**config.mk**
```make
export PLATFORM = sky130hd
export DESIGN_NAME = vrb_arb2_flat
export DESIGN_NICKNAME = d
export VERILOG_FILES = /design/src/rtl/vrb_arb2_if.sv /design/src/rtl/vrb_arb2.sv /design/src/flat_wrapper.sv
export SDC_FILE = /design/constraint.sdc
export NUM_CORES = 1
export LEC_CHECK = 0
export ABC_AREA = 1
export BUFFER_PORTS_ARGS = -buffer_cell sky130_fd_sc_hd__buf_2
export CAP_MARGIN = 25
export CORE_AREA = 4 4 122 124
export CTS_BUF_LIST = sky130_fd_sc_hd__clkbuf_4 sky130_fd_sc_hd__clkbuf_8 sky130_fd_sc_hd__clkbuf_16
export CTS_CLUSTER_DIAMETER = 60
export CTS_CLUSTER_SIZE = 8
export DETAILED_ROUTE_END_ITERATION = 16
export DIE_AREA = 0 0 126 128
export PLACE_DENSITY = 0.54
export SLEW_MARGIN = 20
export SYNTH_ARGS = -nofsm -noshare
export SYNTH_HDL_FRONTEND = slang
export SYNTH_SLANG_ARGS = --single-unit
```
**constraint.sdc**
```tcl
create_clock -name clk -period 2 [get_ports clk]
set_clock_uncertainty 0.1 [all_clocks]
set_input_delay 0.1 -clock clk [delete_from_list [all_inputs] [get_ports clk]]
set_output_delay 0.1 -clock clk [all_outputs]
set_load 0.1 [all_outputs]
```
**src/rtl/vrb_arb2_if.sv**
```systemverilog
// vrb bus bundle: command channel (master -> slave) and response channel (slave -> master).
interface vrb_arb2_if #(
   parameter int unsigned AW = 32,
   parameter int unsigned DW = 32
);
   logic            cmd_valid;
   logic            cmd_ready;
   logic [AW-1:0]   cmd_addr;
   logic            cmd_read;
   logic [DW-1:0]   cmd_wdata;
   logic [DW/8-1:0] cmd_wmask;
   logic            rsp_valid;
   logic            rsp_ready;
   logic            rsp_err;
   logic [DW-1:0]   rsp_rdata;

   modport master (
      output cmd_valid, cmd_addr, cmd_read, cmd_wdata, cmd_wmask, rsp_ready,
      input  cmd_ready, rsp_valid, rsp_err, rsp_rdata
   );

   modport slave (
      input  cmd_valid, cmd_addr, cmd_read, cmd_wdata, cmd_wmask, rsp_ready,
      output cmd_ready, rsp_valid, rsp_err, rsp_rdata
   );
endinterface

```
**src/rtl/vrb_arb2.sv**
```systemverilog
// Two-master to one-slave vrb arbiter: round-robin with grant lock, in-order ID FIFO
// routes each slave response back to the master that issued the command.
module vrb_arb2 #(
   parameter int unsigned AW         = 32,
   parameter int unsigned DW         = 32,
   parameter int unsigned OUTS_DEPTH = 4
) (
   input  logic                        clk,
   input  logic                        rst_n,
   vrb_arb2_if.slave                   m0,
   vrb_arb2_if.slave                   m1,
   vrb_arb2_if.master                  s,
   output logic [$clog2(OUTS_DEPTH):0] outs_cnt
);
   localparam int unsigned PW = $clog2(OUTS_DEPTH);
   localparam int unsigned CW = PW + 1;
   localparam logic ID_M0 = 1'b0;
   localparam logic ID_M1 = 1'b1;

   logic [CW-1:0]         cnt;
   logic [PW-1:0]         rd_ptr;
   logic [PW-1:0]         wr_ptr;
   logic [OUTS_DEPTH-1:0] id_fifo;
   logic                  lock;
   logic                  locked_id;
   logic                  last_grant;

   logic                  full;
   logic                  nonempty;
   logic                  grant;
   logic                  head;
   logic                  push;
   logic                  pop;
   logic                  valid_sel;
   logic                  read_sel;
   logic [AW-1:0]         addr_sel;
   logic [DW-1:0]         wdata_sel;
   logic [DW/8-1:0]       wmask_sel;

   assign full     = (cnt == CW'(OUTS_DEPTH));
   assign nonempty = (cnt != '0);

   // A stalled command keeps the grant; otherwise a lone requester wins, ties alternate.
   always_comb begin
      grant = ~last_grant;
      if (lock) begin
         grant = locked_id;
      end else if (m0.cmd_valid && !m1.cmd_valid) begin
         grant = ID_M0;
      end else if (m1.cmd_valid && !m0.cmd_valid) begin
         grant = ID_M1;
      end
   end

   always_comb begin
      valid_sel = m0.cmd_valid;
      read_sel  = m0.cmd_read;
      addr_sel  = m0.cmd_addr;
      wdata_sel = m0.cmd_wdata;
      wmask_sel = m0.cmd_wmask;
      if (grant == ID_M1) begin
         valid_sel = m1.cmd_valid;
         read_sel  = m1.cmd_read;
         addr_sel  = m1.cmd_addr;
         wdata_sel = m1.cmd_wdata;
         wmask_sel = m1.cmd_wmask;
      end
   end

   assign s.cmd_valid  = valid_sel & ~full;
   assign s.cmd_read   = read_sel;
   assign s.cmd_addr   = addr_sel;
   assign s.cmd_wdata  = wdata_sel;
   assign s.cmd_wmask  = wmask_sel;
   assign m0.cmd_ready = (grant == ID_M0) & s.cmd_ready & ~full;
   assign m1.cmd_ready = (grant == ID_M1) & s.cmd_ready & ~full;

   // Response goes to the FIFO head owner; with nothing outstanding it is swallowed.
   assign head         = id_fifo[rd_ptr];
   assign m0.rsp_valid = s.rsp_valid & nonempty & (head == ID_M0);
   assign m1.rsp_valid = s.rsp_valid & nonempty & (head == ID_M1);
   assign m0.rsp_err   = s.rsp_err;
   assign m1.rsp_err   = s.rsp_err;
   assign m0.rsp_rdata = s.rsp_rdata;
   assign m1.rsp_rdata = s.rsp_rdata;
   assign s.rsp_ready  = nonempty ? ((head == ID_M1) ? m1.rsp_ready : m0.rsp_ready) : 1'b1;

   assign push     = s.cmd_valid & s.cmd_ready;
   assign pop      = s.rsp_valid & s.rsp_ready & nonempty;
   assign outs_cnt = cnt;

   always_ff @(posedge clk or negedge rst_n) begin
      if (!rst_n) begin
         cnt        <= '0;
         rd_ptr     <= '0;
         wr_ptr     <= '0;
         id_fifo    <= '0;
         lock       <= 1'b0;
         locked_id  <= ID_M0;
         last_grant <= ID_M1;
      end else begin
         if (push) begin
            id_fifo[wr_ptr] <= grant;
            wr_ptr          <= wr_ptr + PW'(1);
            last_grant      <= grant;
            lock            <= 1'b0;
         end else if (s.cmd_valid) begin
            lock      <= 1'b1;
            locked_id <= grant;
         end
         if (pop) begin
            rd_ptr <= rd_ptr + PW'(1);
         end
         case ({push, pop})
            2'b10:   cnt <= cnt + CW'(1);
            2'b01:   cnt <= cnt - CW'(1);
            default: cnt <= cnt;
         endcase
      end
   end
endmodule
```
**src/flat_wrapper.sv**
```systemverilog
// flat-port wrapper written by rule: the top's interface ports become plain ports
module vrb_arb2_flat 
#(
   parameter int unsigned AW         = 32,
   parameter int unsigned DW         = 32,
   parameter int unsigned OUTS_DEPTH = 4
)
  (clk, rst_n, outs_cnt, m0_cmd_valid, m0_cmd_addr, m0_cmd_read, m0_cmd_wdata, m0_cmd_wmask, m0_rsp_ready, m0_cmd_ready, m0_rsp_valid, m0_rsp_err, m0_rsp_rdata, m1_cmd_valid, m1_cmd_addr, m1_cmd_read, m1_cmd_wdata, m1_cmd_wmask, m1_rsp_ready, m1_cmd_ready, m1_rsp_valid, m1_rsp_err, m1_rsp_rdata, s_cmd_valid, s_cmd_addr, s_cmd_read, s_cmd_wdata, s_cmd_wmask, s_rsp_ready, s_cmd_ready, s_rsp_valid, s_rsp_err, s_rsp_rdata);
  vrb_arb2_if #(.AW(AW), .DW(DW)) m0_i ();
  vrb_arb2_if #(.AW(AW), .DW(DW)) m1_i ();
  vrb_arb2_if #(.AW(AW), .DW(DW)) s_i ();
  input  logic clk;
  input  logic rst_n;
  output logic [$clog2(OUTS_DEPTH):0] outs_cnt;
  input wire logic [$bits(m0_i.cmd_valid)-1:0] m0_cmd_valid;
  input wire logic [$bits(m0_i.cmd_addr)-1:0] m0_cmd_addr;
  input wire logic [$bits(m0_i.cmd_read)-1:0] m0_cmd_read;
  input wire logic [$bits(m0_i.cmd_wdata)-1:0] m0_cmd_wdata;
  input wire logic [$bits(m0_i.cmd_wmask)-1:0] m0_cmd_wmask;
  input wire logic [$bits(m0_i.rsp_ready)-1:0] m0_rsp_ready;
  output wire logic [$bits(m0_i.cmd_ready)-1:0] m0_cmd_ready;
  output wire logic [$bits(m0_i.rsp_valid)-1:0] m0_rsp_valid;
  output wire logic [$bits(m0_i.rsp_err)-1:0] m0_rsp_err;
  output wire logic [$bits(m0_i.rsp_rdata)-1:0] m0_rsp_rdata;
  input wire logic [$bits(m1_i.cmd_valid)-1:0] m1_cmd_valid;
  input wire logic [$bits(m1_i.cmd_addr)-1:0] m1_cmd_addr;
  input wire logic [$bits(m1_i.cmd_read)-1:0] m1_cmd_read;
  input wire logic [$bits(m1_i.cmd_wdata)-1:0] m1_cmd_wdata;
  input wire logic [$bits(m1_i.cmd_wmask)-1:0] m1_cmd_wmask;
  input wire logic [$bits(m1_i.rsp_ready)-1:0] m1_rsp_ready;
  output wire logic [$bits(m1_i.cmd_ready)-1:0] m1_cmd_ready;
  output wire logic [$bits(m1_i.rsp_valid)-1:0] m1_rsp_valid;
  output wire logic [$bits(m1_i.rsp_err)-1:0] m1_rsp_err;
  output wire logic [$bits(m1_i.rsp_rdata)-1:0] m1_rsp_rdata;
  output wire logic [$bits(s_i.cmd_valid)-1:0] s_cmd_valid;
  output wire logic [$bits(s_i.cmd_addr)-1:0] s_cmd_addr;
  output wire logic [$bits(s_i.cmd_read)-1:0] s_cmd_read;
  output wire logic [$bits(s_i.cmd_wdata)-1:0] s_cmd_wdata;
  output wire logic [$bits(s_i.cmd_wmask)-1:0] s_cmd_wmask;
  output wire logic [$bits(s_i.rsp_ready)-1:0] s_rsp_ready;
  input wire logic [$bits(s_i.cmd_ready)-1:0] s_cmd_ready;
  input wire logic [$bits(s_i.rsp_valid)-1:0] s_rsp_valid;
  input wire logic [$bits(s_i.rsp_err)-1:0] s_rsp_err;
  input wire logic [$bits(s_i.rsp_rdata)-1:0] s_rsp_rdata;
  assign m0_i.cmd_valid = m0_cmd_valid;
  assign m0_i.cmd_addr = m0_cmd_addr;
  assign m0_i.cmd_read = m0_cmd_read;
  assign m0_i.cmd_wdata = m0_cmd_wdata;
  assign m0_i.cmd_wmask = m0_cmd_wmask;
  assign m0_i.rsp_ready = m0_rsp_ready;
  assign m0_cmd_ready = m0_i.cmd_ready;
  assign m0_rsp_valid = m0_i.rsp_valid;
  assign m0_rsp_err = m0_i.rsp_err;
  assign m0_rsp_rdata = m0_i.rsp_rdata;
  assign m1_i.cmd_valid = m1_cmd_valid;
  assign m1_i.cmd_addr = m1_cmd_addr;
  assign m1_i.cmd_read = m1_cmd_read;
  assign m1_i.cmd_wdata = m1_cmd_wdata;
  assign m1_i.cmd_wmask = m1_cmd_wmask;
  assign m1_i.rsp_ready = m1_rsp_ready;
  assign m1_cmd_ready = m1_i.cmd_ready;
  assign m1_rsp_valid = m1_i.rsp_valid;
  assign m1_rsp_err = m1_i.rsp_err;
  assign m1_rsp_rdata = m1_i.rsp_rdata;
  assign s_cmd_valid = s_i.cmd_valid;
  assign s_cmd_addr = s_i.cmd_addr;
  assign s_cmd_read = s_i.cmd_read;
  assign s_cmd_wdata = s_i.cmd_wdata;
  assign s_cmd_wmask = s_i.cmd_wmask;
  assign s_rsp_ready = s_i.rsp_ready;
  assign s_i.cmd_ready = s_cmd_ready;
  assign s_i.rsp_valid = s_rsp_valid;
  assign s_i.rsp_err = s_rsp_err;
  assign s_i.rsp_rdata = s_rsp_rdata;
  vrb_arb2 #(.AW(AW), .DW(DW), .OUTS_DEPTH(OUTS_DEPTH)) u_core (.clk(clk), .rst_n(rst_n), .m0(m0_i), .m1(m1_i), .s(s_i), .outs_cnt(outs_cnt));
endmodule
```
======== Word-level counts from Yosys, hierarchy flattened ========
Index checks and enable logic that the tools add are counted.
W data, S select, Z words.
cells by class
  add/sub/neg operators ................... 4
  equality and inequality tests ........... 3
  mux-type cells .......................... 18
  bitwise logic cells ..................... 16
  reduce and logical (&&, ||, !) cells .... 9
  order comparisons ....................... 3
operators with widths
  kind                   count
  $mux W32               2
  $and A1 B1 Y1          11
  $mux W1                11
  $lt A2 B3 Y1 const B   2
  $pmux W3 S2            1
  $not A1 Y1             5
  $add A2 B1 Y2 const B  2
  $bwmux W4              1
  $mux W4                1
  $reduce_bool A2 Y1     2
  $add A3 B1 Y3 const B  1
  $eq A3 B3 Y1 const B   1
  $logic_and A1 B1 Y1    3
  $reduce_bool A3 Y1     1
  $sub A3 B1 Y3 const B  1
  $bmux W1 S2            1
  $demux W1 S2           1
  $eq A2 B1 Y1 const B   1
  $eq A2 B2 Y1 const B   1
  $ge A2 B1 Y1 const B   1
  $logic_not A1 Y1       2
  $reduce_and A2 Y1      1
storage, ports and cells
  output and inout bits ................... 144
  register bits after elaboration ......... 14
  bits of input ports ..................... 179
  logic and storage cells ................. 60

======== Depth between registers and ports, before layout ========
  depth in word-level cells ............... 10
  mapped depth ............................ 15
  mapped depth without buffers ............ 15

======== Worst setup path after synthesis ========
OpenSTA, ideal clock, no wires.
  kind .................................... register to output
  start ................................... register u_core.cnt[0], in the netlist u_core.outs_cnt[0]
  end ..................................... output port m1_cmd_ready
  arrival ................................. 2.781 ns
  required time ........................... 1.800 ns
  setup slack ............................. -0.981 ns
  path buffers ............................ 0
  cell stages (with the launch flop) ...... 5
  cells stage by stage .................... dfrtp_1 > nor3_2 > nor2_2 > inv_1 > nor2_1
between the ends
  cells in the longest elaborated chain, start to end .. 3
RTL lines
  element                 RTL line            text
  start, declared         vrb_arb2.sv:20      logic [CW-1:0] cnt;
  start signal, assigned  vrb_arb2.sv:115     2'b10: cnt <= cnt + CW'(1);
  start signal, assigned  vrb_arb2.sv:116     2'b01: cnt <= cnt - CW'(1);
  start signal, assigned  vrb_arb2.sv:117     default: cnt <= cnt;
  $eq A3 B3 Y1            vrb_arb2.sv:40      assign full = (cnt == CW'(OUTS_DEPTH));
  $not A1 Y1              vrb_arb2.sv:76      assign m1.cmd_ready = (grant == ID_M1) & s.cmd_ready & ~full;
  $and A1 B1 Y1           vrb_arb2.sv:76
  end, declared           flat_wrapper.sv:31  output wire logic [$bits(m1_i.cmd_ready)-1:0] m1_cmd_ready;
Every way passes these cells.

======== Final worst setup path ========
  start ................................... register u_core.rd_ptr[0]
  end ..................................... register u_core.cnt[2], in the netlist u_core.outs_cnt[2]
between the ends
  cells in the longest elaborated chain, start to end .. 8
  elaborated cells between the ends (all ways) .. 10
  those cells by class .................... 2 x eq/ne; 5 x mux; 2 x bitwise; 1 x reduce/logical
RTL lines
  element                                                   RTL line         text
  start, declared                                           vrb_arb2.sv:21   logic [PW-1:0] rd_ptr;
  start signal, assigned                                    vrb_arb2.sv:112  rd_ptr <= rd_ptr + PW'(1);
  $bmux W1 S2 (*)                                           vrb_arb2.sv:79   assign head = id_fifo[rd_ptr];
  $mux W1 (not written as such) (*)                         vrb_arb2.sv:79
  $mux W1 (*) (2 in a row)                                  vrb_arb2.sv:86   assign s.rsp_ready = nonempty ? ((head == ID_M1) ? m1.rsp_ready : m0.rsp_ready) : 1'b1;
  $and A1 B1 Y1 (*) (2 in a row)                            vrb_arb2.sv:89   assign pop = s.rsp_valid & s.rsp_ready & nonempty;
  net u_core.pop                                            vrb_arb2.sv:33   logic pop;
  $eq A2 B1 Y1 / $eq A2 B2 Y1 (equally long branches)       vrb_arb2.sv:114  case ({push, pop})
  $pmux W3 S2 / $reduce_bool A2 Y1 (equally long branches)  -
Mark *: on every way through the listed nets, which the timed path passes. The rest lies on a longest branch. The select of a mux whose other input is x is not followed.
A chain may end at the register's enable or synchronous reset.

==> impl_metrics.csv <==
group,metric,value,unit
status,status,"complete, but fails checks",
status,violations,"setup timing",
routing,wire_per_inst,16.3,um
logic_synthesis,ys_warn_count,0,
sta,slew_viol_final,0,
critical_path,reg2reg_slack,-0.07,ns
critical_path,reg2reg_depth,15,
routing,wl_met3,937,um
die,dieHeight,128,um
die,dieArea,16100,um^2
routing,drc,0,
logic_synthesis,ys_seq_area_frac,0.157,
critical_path,crit_slowest_cell,"dfrtp_1",
placement,port_buffers,223,
logic_synthesis,syn_avg_cell_area,5.67,um^2
placement,dpl.hpwl,8110,um
routing,via_per_inst,4.04,
clock_tree,clock-root-buffer,"clkbuf_16",
critical_path,timing.rr.end,"u_core.outs_cnt[2]",
global_routing,grt_max_degree,51,
critical_path,crit_path_max_fanout,4,
logic_synthesis,synth_area,2240,um^2
die,ios,323,
critical_path,cp-endpoint,"u_core.outs_cnt[2]",
sta,min_period,2.07,ns
routing,drtIter0Drc,86,
logic_synthesis,synth-edff-count,0,
logic_synthesis,yosysMostFrequentCell,"nand2_1",
critical_path,worst_ep_arrival_time,2.09,ns
routing,wl_met2,6510,um
die,initial_core_util,0.163,
placement,gp_congestion,0.743,
hold_path,hp-class,"input pin to register",
clock_tree,cts_made_buffers,3,
logic_synthesis,ys_ff_latch,14,
final_layout,drive_gt1_frac,0.745,
global_routing,antenna_found_initial,0,
sta,worst_pin_slew,0.497,ns
logic_synthesis,ys_top_cells_by_area,"nand2_1 40%, buf_4 24%, dfrtp_1 15%, ha_1 2.8%, inv_1 2.3%",
final_layout,nets,770,
global_routing,track_usage,0.115,
die,fp.dieW,126,um
logic_synthesis,synthFlopType,"dfrtp_1",
routing,routed-via-count,3087,
global_routing,grt_pass1_vias,3001,
die,row_count,43,
routing,wl_met1,4620,um
sta,rsz0062_at_grt,"yes",
critical_path,cp-end-kind,"register",
logic_synthesis,async_flop_share,1.00,
routing,routed_wl,12400,um
critical_path,r2r_start,"u_core.rd_ptr[0]",
sta,setup_viol,1,
clock_tree,cts.htree.levels,1,
routing,ant_nets,0,
die,coreArea,13800,um^2
logic_synthesis,synth_commonest_cells,"237 x nand2_1, 71 x buf_4, 14 x inv_1",
clock_tree,cts_tree,"done",
sta,fmax,0.482,GHz
final_layout,fin_util,0.386,
clock_tree,clockBufferDepth,2,
routing,top_layer_used,"met4",
critical_path,critPathLaunchType,"register",
clock_tree,clock-sinks,14,
global_routing,grt_overflow,0,
global_routing,grt_first_pass_wirelength,15000,um
sta,slew_headroom,0.671,
sta,fin_ws,-0.0734,ns
placement,pre_cts_ws,-0.212,ns
critical_path,cp_slowest_stage_delay,0.40,ns
run,drv_cap,0,
final_layout,diodes,0,
routing,firstDrtPassIters,4,
logic_synthesis,synth_top_area_frac,0.397,
sta,period_share,1.04,
clock_tree,clk_pin_slew,0.04,ns
logic_synthesis,syn_inst,396,
logic_synthesis,synthDistinctLibCells,28,
critical_path,path_cells,"inv_2, nand2_1, nand3b_1, nand2_2, inv_2, nand2_2, nand2_2, nand2_2, inv_2, ha_4, inv_2, fa_2, a21oi_2, o21ai_1, xor2_1",
final_layout,area_growth,137,%
critical_path,critPathKind,"register to register",
sta,finalHoldViolations,0,
critical_path,startpoint,"u_core.rd_ptr[0]",
logic_synthesis,syn-num-nets,581,
logic_synthesis,synth.largest_area_cell,"nand2_1",
critical_path,cp.required,2.01,ns
clock_tree,clock_latency,0.24,ns
final_layout,fillers,1395,
## how the worst min path moves through the flow
stage	startpoint	to	slack (ns)	cells past startpoint
final	s_cmd_ready	u_core.locked_id	0.09	4
after global placement	rst_n	u_core.outs_cnt[0]	-0.08	1
after global routing	s_rsp_rdata[5]	m0_rsp_rdata[5]	0.10	0
after CTS	s_cmd_ready	u_core.locked_id	0.09	4
after detailed placement	rst_n	u_core.outs_cnt[0]	-0.08	1
after floorplan	rst_n	u_core.id_fifo[0]	-0.30	0
## metrics by stage
step                      area, um^2  instances  setup TNS, ns  hold slack [ns]
after floorplan                 2310        396         -0.472           -0.296
final                           5320        764        -0.0734           0.0923
after global placement          4300        736         -0.185          -0.0830
after global routing            5320        764          -1.00            0.100
after detailed placement        4300        736         -0.293          -0.0843
after CTS                       4580        744         -0.324           0.0925
## cell type report
| cell class | count | area, um^2 | area share |
|---|---|---|---|
| multi-input cells | 284 | 1670 | 0.314 |
| inverters | 17 | 92.6 | 0.0174 |
| well taps | 180 | 225 | 0.0424 |
| clock buffers | 4 | 88.8 | 0.0167 |
| flip-flops and latches | 14 | 363 | 0.0683 |
| repair buffers | 264 | 2860 | 0.538 |
| repair inverters | 1 | 16.3 | 0.00306 |
## cell usage in the layout, fill, tap and decap left out, types with 2 or more instances in the layout
cell type,n
o21ai_0,2
dfrtp_4,3
inv_2,6
buf_8,2
xor2_1,2
xnor2_1,2
ha_1,4
buf_6,2
nand2_2,131
buf_16,4
buf_4,16
o21ai_1,4
nor2_2,3
nand4_1,5
nand2_4,8
dfrtp_1,10
nor2_4,4
clkbuf_16,13
inv_1,9
buf_2,151
nand3_1,5
buf_12,78
nand3_2,2
nand2_1,102
a21oi_2,2
## per-layer routing
| metal | track usage | vias to the layer above |
|---|---|---|
| li1 | - | 1511 |
| met1 | 0.124 | 1401 |
| met2 | 0.214 | 127 |
| met3 | 0.0258 | 48 |
| met4 | 0.0486 | 0 |
| met5 | 0 | - |
## critical path: cells and delay by family (launching register included)
kind | cells | cell delay [ns]
and+or+nand+nor | 6 | 0.37
buffers and inverters | 4 | 0.26
xor gates and xnor gates | 1 | 0.15
AOI/OAI and AO/OA | 2 | 0.21
DFF | 1 | 0.40
adders and majority gates | 2 | 0.47
## registers in the layout (all words and copies together), names as in the netlist
name	flops
u_core.id_fifo	4
u_core.wr_ptr	2
u_core.outs_cnt	3
u_core.rd_ptr	2
u_core.lock	1
u_core.last_grant	1
u_core.locked_id	1
## what timing repair did
item	4_1_cts	5_1_grt
hold buffers	1	0
endpoints found under the hold margin	14	0
cloned	2	15
setup buffers	1	5
resized for setup	47	127
pin swaps	1	24
setup endpoints to repair	71	71
## logic make-up after synthesis
kind of cell	count (synthesis)	share of synthesized area
buf+inv	98	0.291
flops	14	0.157
xor+xnor	4	0.0156
fa+ha+maj	6	0.0368
simple gates	266	0.480
compound gates	8	0.0195
Power is left out: the tool's default activity adds up to more than one toggle a clock period on the data nets, which glitch-free logic cannot reach.
